`config.mk`:
```
export PLATFORM = sky130hd
export DESIGN_NAME = pixbuf_wr_arb
export DESIGN_NICKNAME = d
export VERILOG_FILES = /design/src/rtl/pixbuf_pkg.sv /design/src/rtl/pixbuf_rr_arb.sv /design/src/rtl/pixbuf_wr_arb.sv
export SDC_FILE = /design/constraint.sdc
export NUM_CORES = 1
export LEC_CHECK = 0
export BUFFER_PORTS_ARGS = -buffer_cell sky130_fd_sc_hd__clkbuf_2
export CORE_MARGIN = 2
export CORE_UTILIZATION = 40
export DETAILED_ROUTE_END_ITERATION = 16
export PLACE_DENSITY = 0.72
export SKIP_LAST_GASP = 1
export SYNTH_ARGS = -nofsm -noshare
export SYNTH_HDL_FRONTEND = slang
export SYNTH_SLANG_ARGS = --single-unit
```
`constraint.sdc`:
```
create_clock -name clk -period 3.2 [get_ports clk]
set_clock_uncertainty 0.05 [all_clocks]
set_input_delay 0.32 -clock clk [delete_from_list [all_inputs] [get_ports clk]]
set_output_delay 0.32 -clock clk [all_outputs]
set_load 0.05 [all_outputs]
```
`src/rtl/pixbuf_pkg.sv`:
```
// Shared constants and types for the pixel buffer write arbiter.
package pixbuf_pkg;

  localparam int unsigned ADDR_W = 10;
  localparam int unsigned DATA_W = 16;
  localparam int unsigned DEPTH  = 1 << ADDR_W;

  localparam logic [ADDR_W-1:0] LAST_ADDR = ADDR_W'(DEPTH - 1);

  // Pixel word layout: xxxxRRRRGGGGBBBB
  localparam logic [DATA_W-1:0] R_MASK = 16'h0F00;
  localparam logic [DATA_W-1:0] G_MASK = 16'h00F0;
  localparam logic [DATA_W-1:0] B_MASK = 16'h000F;

  typedef enum logic {
    IDLE  = 1'b0,
    CLEAR = 1'b1
  } state_e;

endpackage

```
`src/rtl/pixbuf_rr_arb.sv`:
```
// Two-way grant between requesters A and B: fixed A-over-B, or round-robin when
// PIXBUF_WR_ARB_RR_EN is defined.
module pixbuf_rr_arb
  import pixbuf_pkg::*;
(
`ifdef PIXBUF_WR_ARB_RR_EN
  input  logic clk,
  input  logic nrst,
`endif
  input  logic en,
  input  logic a_valid,
  input  logic b_valid,
  output logic a_gnt,
  output logic b_gnt
);

`ifdef PIXBUF_WR_ARB_RR_EN
  // ptr_q = 1 means B wins the next contended cycle
  logic ptr_q;

  always_comb begin
    a_gnt = en & a_valid & (~b_valid | ~ptr_q);
    b_gnt = en & b_valid & (~a_valid | ptr_q);
  end

  always_ff @(posedge clk) begin
    if (!nrst) begin
      ptr_q <= 1'b0;
    end else if (a_gnt) begin
      ptr_q <= 1'b1;
    end else if (b_gnt) begin
      ptr_q <= 1'b0;
    end
  end
`else
  always_comb begin
    a_gnt = en & a_valid;
    b_gnt = en & b_valid & ~a_valid;
  end
`endif

endmodule

```
`src/rtl/pixbuf_wr_arb.sv`:
```
// Pixel buffer write-port owner: arbitrates A/B writes and runs a full-buffer clear.
// Define PIXBUF_WR_ARB_RR_EN for round-robin A/B arbitration instead of fixed priority.
module pixbuf_wr_arb
  import pixbuf_pkg::*;
(
  input  logic              clk,
  input  logic              nrst,
  input  logic              a_valid,
  output logic              a_ready,
  input  logic [ADDR_W-1:0] a_addr,
  input  logic [DATA_W-1:0] a_data,
  input  logic              b_valid,
  output logic              b_ready,
  input  logic [ADDR_W-1:0] b_addr,
  input  logic [DATA_W-1:0] b_data,
  input  logic              clr_start,
  input  logic [DATA_W-1:0] clr_color,
  output logic              clr_busy,
  output logic              clr_done,
  output logic              pb_wr,
  output logic [ADDR_W-1:0] pb_wr_addr,
  output logic [DATA_W-1:0] pb_wr_data
);

  state_e            state_q, state_d;
  logic [ADDR_W-1:0] cnt_q, cnt_d;
  logic [DATA_W-1:0] color_q, color_d;
  logic              wr_q, wr_d;
  logic [ADDR_W-1:0] addr_q, addr_d;
  logic [DATA_W-1:0] data_q, data_d;
  logic              busy_q, busy_d;
  logic              done_q, done_d;

  logic arb_en;
  logic a_gnt, b_gnt;

  // Requesters only compete in IDLE when no clear is being started; nothing is accepted in reset
  assign arb_en = nrst & (state_q == IDLE) & ~clr_start;

  pixbuf_rr_arb u_arb (
`ifdef PIXBUF_WR_ARB_RR_EN
    .clk     (clk),
    .nrst    (nrst),
`endif
    .en      (arb_en),
    .a_valid (a_valid),
    .b_valid (b_valid),
    .a_gnt   (a_gnt),
    .b_gnt   (b_gnt)
  );

  assign a_ready = a_gnt;
  assign b_ready = b_gnt;

  always_comb begin
    state_d = state_q;
    cnt_d   = cnt_q;
    color_d = color_q;
    wr_d    = 1'b1;
    addr_d  = addr_q;
    data_d  = data_q;
    busy_d  = 1'b0;
    done_d  = 1'b0;

    unique case (state_q)
      IDLE: begin
        if (clr_start) begin
          color_d = clr_color;
          cnt_d   = '0;
          state_d = CLEAR;
          busy_d  = 1'b1;
        end else if (a_gnt) begin
          wr_d   = 1'b0;
          addr_d = a_addr;
          data_d = a_data;
        end else if (b_gnt) begin
          wr_d   = 1'b0;
          addr_d = b_addr;
          data_d = b_data;
        end
      end
      CLEAR: begin
        wr_d   = 1'b0;
        addr_d = cnt_q;
        data_d = color_q;
        if (cnt_q == LAST_ADDR) begin
          // Last write: busy drops and done pulses alongside address DEPTH-1 on pb_*
          state_d = IDLE;
          done_d  = 1'b1;
        end else begin
          cnt_d  = cnt_q + ADDR_W'(1);
          busy_d = 1'b1;
        end
      end
      default: state_d = IDLE;
    endcase
  end

  always_ff @(posedge clk) begin
    if (!nrst) begin
      state_q <= IDLE;
      cnt_q   <= '0;
      color_q <= '0;
      wr_q    <= 1'b1;
      addr_q  <= '0;
      data_q  <= '0;
      busy_q  <= 1'b0;
      done_q  <= 1'b0;
    end else begin
      state_q <= state_d;
      cnt_q   <= cnt_d;
      color_q <= color_d;
      wr_q    <= wr_d;
      addr_q  <= addr_d;
      data_q  <= data_d;
      busy_q  <= busy_d;
      done_q  <= done_d;
    end
  end

  assign pb_wr      = wr_q;
  assign pb_wr_addr = addr_q;
  assign pb_wr_data = data_q;
  assign clr_busy   = busy_q;
  assign clr_done   = done_q;

endmodule
```
# Yosys cells after proc, flatten, opt, wreduce, memory -nomap -nowiden
# Cells that the tools add are included.
# word_totals
ff_bits	55
in_bits	73
output_inout_bits	31
word_cells	44
# classes
add_sub_neg	1
eq_ne	5
mux	19
bitwise_logic	8
n_reduce_logical	4
# op_table
cell	count
$mux 10	5
$mux 16	3
$pmux 10 s2	2
$pmux 16 s2	1
$add 10x1->10 const B	1
$eq 10x10->1 const B	1
$reduce_and 2->1	4
$mux 1	6
$ne 2x2->1 const B	3
$and 1x1->1	5
$pmux 1 s2	2
$ne 3x3->1 const B	1
$not 1->1	3

# Depth between registers and ports, before layout
# depth
word_depth	9
mapped_depth	7
ltp_nobuf	5

# By module
# A second synthesis with hierarchy kept.
# unflattened
cells_unflattened	336
hier_area_um2	2766.4
# by_module_without_submodules
mod	n_inst	cells_each	area_each_um2
pixbuf_wr_arb	1	334	2750.1
pixbuf_rr_arb	1	2	16.3

# Worst setup path after synthesis
# No wires, ideal clock.
# synth_timing
path_type	register -> output
start	register clr_busy (netlist name)
end	output b_ready
t_arrival_ns	2.498
path_slack_ns	0.332
path_stages_with_launch	4
path_buffers	2
cell_sequence	dfxtp_1 clkbuf_8 clkbuf_1 nor4_1
# synth_lines
element	line_no	text
end, declared	pixbuf_wr_arb.sv:13	output logic b_ready,

==> summary.md <==
The cell count after synthesis is 289, and the total of max-cap violations is 0. The tools report the post-route standard cell area excluding fillers as 3209 sq um. The die covers 7122 sq um. The setup TNS is 0 ns.

The switching share of power is 0.2935. The total number of H-tree levels is 2. Counting flops with a built-in enable in the synthesized netlist gives 0. By instance count, the cell type seen most on the critical path is sky130_fd_sc_hd__nand2_1. Walking the worst path, the cells encountered are buf_4 > inv_1 > nand2_1 > nand2_1 > a21oi_1. The flow ran to the end, and the final reports show no timing, DRC or antenna violations. The async set-or-reset flop fraction in the synthesized netlist was 0. The startpoint of the lowest-slack hold path was clr_color[2]. The HPWL after detailed placement is 4729 um. For the worst-case headroom to the max-slew limit, the log shows 0.4370. Among all flip-flop cells after synthesis, the most frequent one is sky130_fd_sc_hd__dfxtp_1. In the final routed layout, each cell accounts on average for 14.32 um. The share of synthesized area occupied by flip-flops and latches is 0.4259. The tools report the total clock sinks as 55. The tools report the startpoint type of the worst setup path as a register. The highest attainable clock frequency was 484.3 MHz.

The part of the power in combinational logic came out at 0.209. For the worst setup path, the data arrival time is 2.25 ns. The tools report the number of remaining DRC errors as 0. For the reg-to-reg setup timing slack, the log shows 1.14 ns. The critical path's largest stage delay works out to 0.53 ns. The worst-path cell with the longest stage delay was sky130_fd_sc_hd__nand2_1. The category of the worst setup path capture point is a register. The effective utilization at floorplan was 0.4094.

The total detailed-routing wirelength was 6600 um; the wire length of the first global-routing pass was 10850 um. For this run, the number of Yosys warnings is 0. IR analysis of the VDD net gives a maximum drop of 0.2179 mV. The number of cells on the worst reg-to-reg path is 5. Post-synthesis register bit count: 55. Relative to the synthesized area, the layout overhead comes to 24.15%. Setup repair after global routing left no endpoint under its margin.

The initial antenna violation count was 0; the violation count after the first detailed-route iteration was 86. The number of vias in the routed layout came out at 2425. Most common library cell in the layout ignoring fill and taps: sky130_fd_sc_hd__clkbuf_2. The run gives 0.294 as the power share of the clock group.

In this run, post-CTS hold repair placed 0 buffers. Global router's overall resource usage: 0.1893. Once detail routing completed, the nets flagged for antenna violations numbered 0. The count of final max-slew check failures is 0. Pin slew with the least headroom to its limit: 0.8436 ns. The top cell types in the final layout, fill and taps aside, are 103 x sky130_fd_sc_hd__clkbuf_2, 64 x sky130_fd_sc_hd__nand2_1, 54 x sky130_fd_sc_hd__dfxtp_1, 26 x sky130_fd_sc_hd__mux2i_1, 26 x sky130_fd_sc_hd__a22o_1.

Along the worst path, the maximum fanout reaches 69. The run gives 0 as the number of failing setup endpoints in the final timing report. In this run the critical register-to-register path is captured at cnt_q[5]. The average vias per placed instance is 5.260. The required time of the worst setup path was 3.39 ns.

Post-CTS timing repair inserted 0 buffers for setup. The analysis attributes to net switching a power of 440.2 uW. The run gives 0.1794 ns as the worst hold margin. The final net count was 458; the number of buffers added on ports was 103. The instance count after placement with tap cells included is 454. The worst min-delay path endpoint is color_q[2]. Cell internal power was estimated by the tool at 1.060 mW. The floorplan row count was 29; the share of cells above drive strength 1 was 0.3281. Counting distinct cell types in the post-synthesis netlist gives 45.

The tree is rooted in a sky130_fd_sc_hd__clkbuf_8. The net count after synthesis is 363. The minimum clock period after layout came out at 2.065 ns. The min-delay analysis places its worst path in the category in -> reg. 104 I/O pins were placed. The die width was 84.39 um.

Part of the power in registers: 0.497. In this run the cell area measured after placement is 3107 sq um. By startpoint and endpoint, the worst setup path is classified as reg -> reg. Clock-pin slew was measured on the worst setup and hold paths at 0.09 ns. The tools report the core area as 6314 sq um. The repair_antennas step left the layout with diodes totalling 0. Entering global routing, the biggest net connects 70 pins. The cell type group with the largest total delay on the critical path was simple AND/OR/NAND/NOR gates. The critical path contains buffers and inverters numbering 2 combined.

The final hold violation count is 0. For the total overflow reported by the global router, the log shows 0. Excluding fillers, the count of instances in the completed layout stands at 461.

For the worst-skew pair, the clock arrives at the later sink with an insertion delay of 0.31 ns. The cell count of the worst hold path was 3. The run gives 2286 as the via count of the first global-routing pass. The combined area of all synthesized cells came out at 2585 sq um. The routability congestion estimate is 0.8223, and the areal power density over the cells is 467.4 nW/um^2. The height of the die works out to 84.39 um.

The startpoint of the most critical register-to-register path was clr_busy. For this design the static power due to leakage is 1.378 nW. The fraction of the cycle the final worst path needs came out at 0.6453.

TritonCTS built the clock tree. Averaged over all synthesized cells, the footprint is 8.945 sq um. The first detailed-routing pass ran for 4 iterations.

For the clock buffer count from CTS, the log shows 5. Pre-CTS setup slack: 1.035 ns. Setup slack on the critical path of the routed design comes to 1.135 ns. The buffer levels on the longest clock path came out at 2. After clock tree synthesis, the repair step resized 0 gates.
[registers in the layout, indices dropped and copies added, names as in the netlist]
register    cells
clr_done        1
pb_wr_data     16
color_q        16
pb_wr           1
pb_wr_addr     10
clr_busy        1
cnt_q          10
[layer usage]
metal / track usage / part of all wire
met5: 0 / 0
met4: 0.06205 / 0.020
met3: 0.03540 / 0.056
met2: 0.3110 / 0.47
met1: 0.2520 / 0.45
[power by group through the flow]
stage	logic [mW]	registers (mW)	clock network, mW
after floorplan	0.130	0.848	0
after global placement	0.312	0.760	0
after detailed placement	0.316	0.761	0
after CTS	0.316	0.745	0.451
after global routing	0.342	0.751	0.481
final	0.314	0.745	0.441
[metrics by stage]
stage / power, mW / util
after floorplan: 0.9781 / -
after detailed placement: 1.077 / 0.4921
final: 1.500 / 0.5083
after CTS: 1.512 / 0.5083
after global placement: 1.072 / 0.4921
after global routing: 1.574 / 0.5083
[cells by family (layout without fill, tap and decap cells)]
kind of cell,count (synthesis),after routing,share of synthesized area
mux,27,27,0.1065
flops,55,55,0.4259
buf+inv,24,119,0.05808
simple gates,93,93,0.1728
xor+xnor,2,2,0.006778
fa+ha+maj,1,1,0.004839
compound gates,87,87,0.2251
[synth_stat cells (2+ instances only)]
| master | number | area share |
|---|---|---|
| sky130_fd_sc_hd__nor3_1 | 2 | 0.0039 |
| sky130_fd_sc_hd__nand2_1 | 64 | 0.093 |
| sky130_fd_sc_hd__mux2i_1 | 26 | 0.10 |
| sky130_fd_sc_hd__nand3_1 | 3 | 0.0058 |
| sky130_fd_sc_hd__o21ai_0 | 19 | 0.037 |
| sky130_fd_sc_hd__clkbuf_1 | 11 | 0.016 |
| sky130_fd_sc_hd__inv_1 | 4 | 0.0058 |
| sky130_fd_sc_hd__dfxtp_1 | 55 | 0.43 |
| sky130_fd_sc_hd__o31ai_1 | 2 | 0.0058 |
| sky130_fd_sc_hd__a22o_1 | 26 | 0.088 |
| sky130_fd_sc_hd__buf_2 | 3 | 0.0058 |
| sky130_fd_sc_hd__xor2_1 | 2 | 0.0068 |
| sky130_fd_sc_hd__a21oi_1 | 19 | 0.037 |
| sky130_fd_sc_hd__and4_1 | 2 | 0.0068 |
| sky130_fd_sc_hd__nor2_1 | 4 | 0.0058 |
| sky130_fd_sc_hd__o311ai_0 | 2 | 0.0068 |
| sky130_fd_sc_hd__a31oi_1 | 2 | 0.0048 |
| sky130_fd_sc_hd__nor2_2 | 2 | 0.0048 |
| sky130_fd_sc_hd__nand2b_1 | 2 | 0.0048 |
| sky130_fd_sc_hd__or3_1 | 2 | 0.0048 |
| sky130_fd_sc_hd__clkbuf_8 | 2 | 0.011 |
| sky130_fd_sc_hd__o21ai_1 | 12 | 0.023 |
[how the worst max path moves through the flow]
stage / from / end / cells past startpoint
after floorplan: clr_busy / b_ready / 3
after global placement: clr_start / pb_wr_data[1] / 6
after detailed placement: clr_start / pb_wr_data[2] / 6
after CTS: clr_busy / cnt_q[5] / 5
after global routing: clr_busy / cnt_q[5] / 5
final: clr_busy / cnt_q[5] / 5
[tightest hold or removal path, cell delays in order]
cell and delay [ns]:
sky130_fd_sc_hd__clkbuf_2 0.08, sky130_fd_sc_hd__nand2_1 0.05, sky130_fd_sc_hd__a21oi_1 0.05
[cell type report]
class / instances / area (sq um)
clock buffers: 6 / 72.57
well taps: 77 / 96.34
fillers: 656 / 3104
clock inverters: 1 / 30.03
inverters: 4 / 15.01
multi-input cells: 210 / 1340
repair buffers: 108 / 553.0
flip-flops and latches: 55 / 1102
No activity file was read; power rests on OpenSTA's default activity.
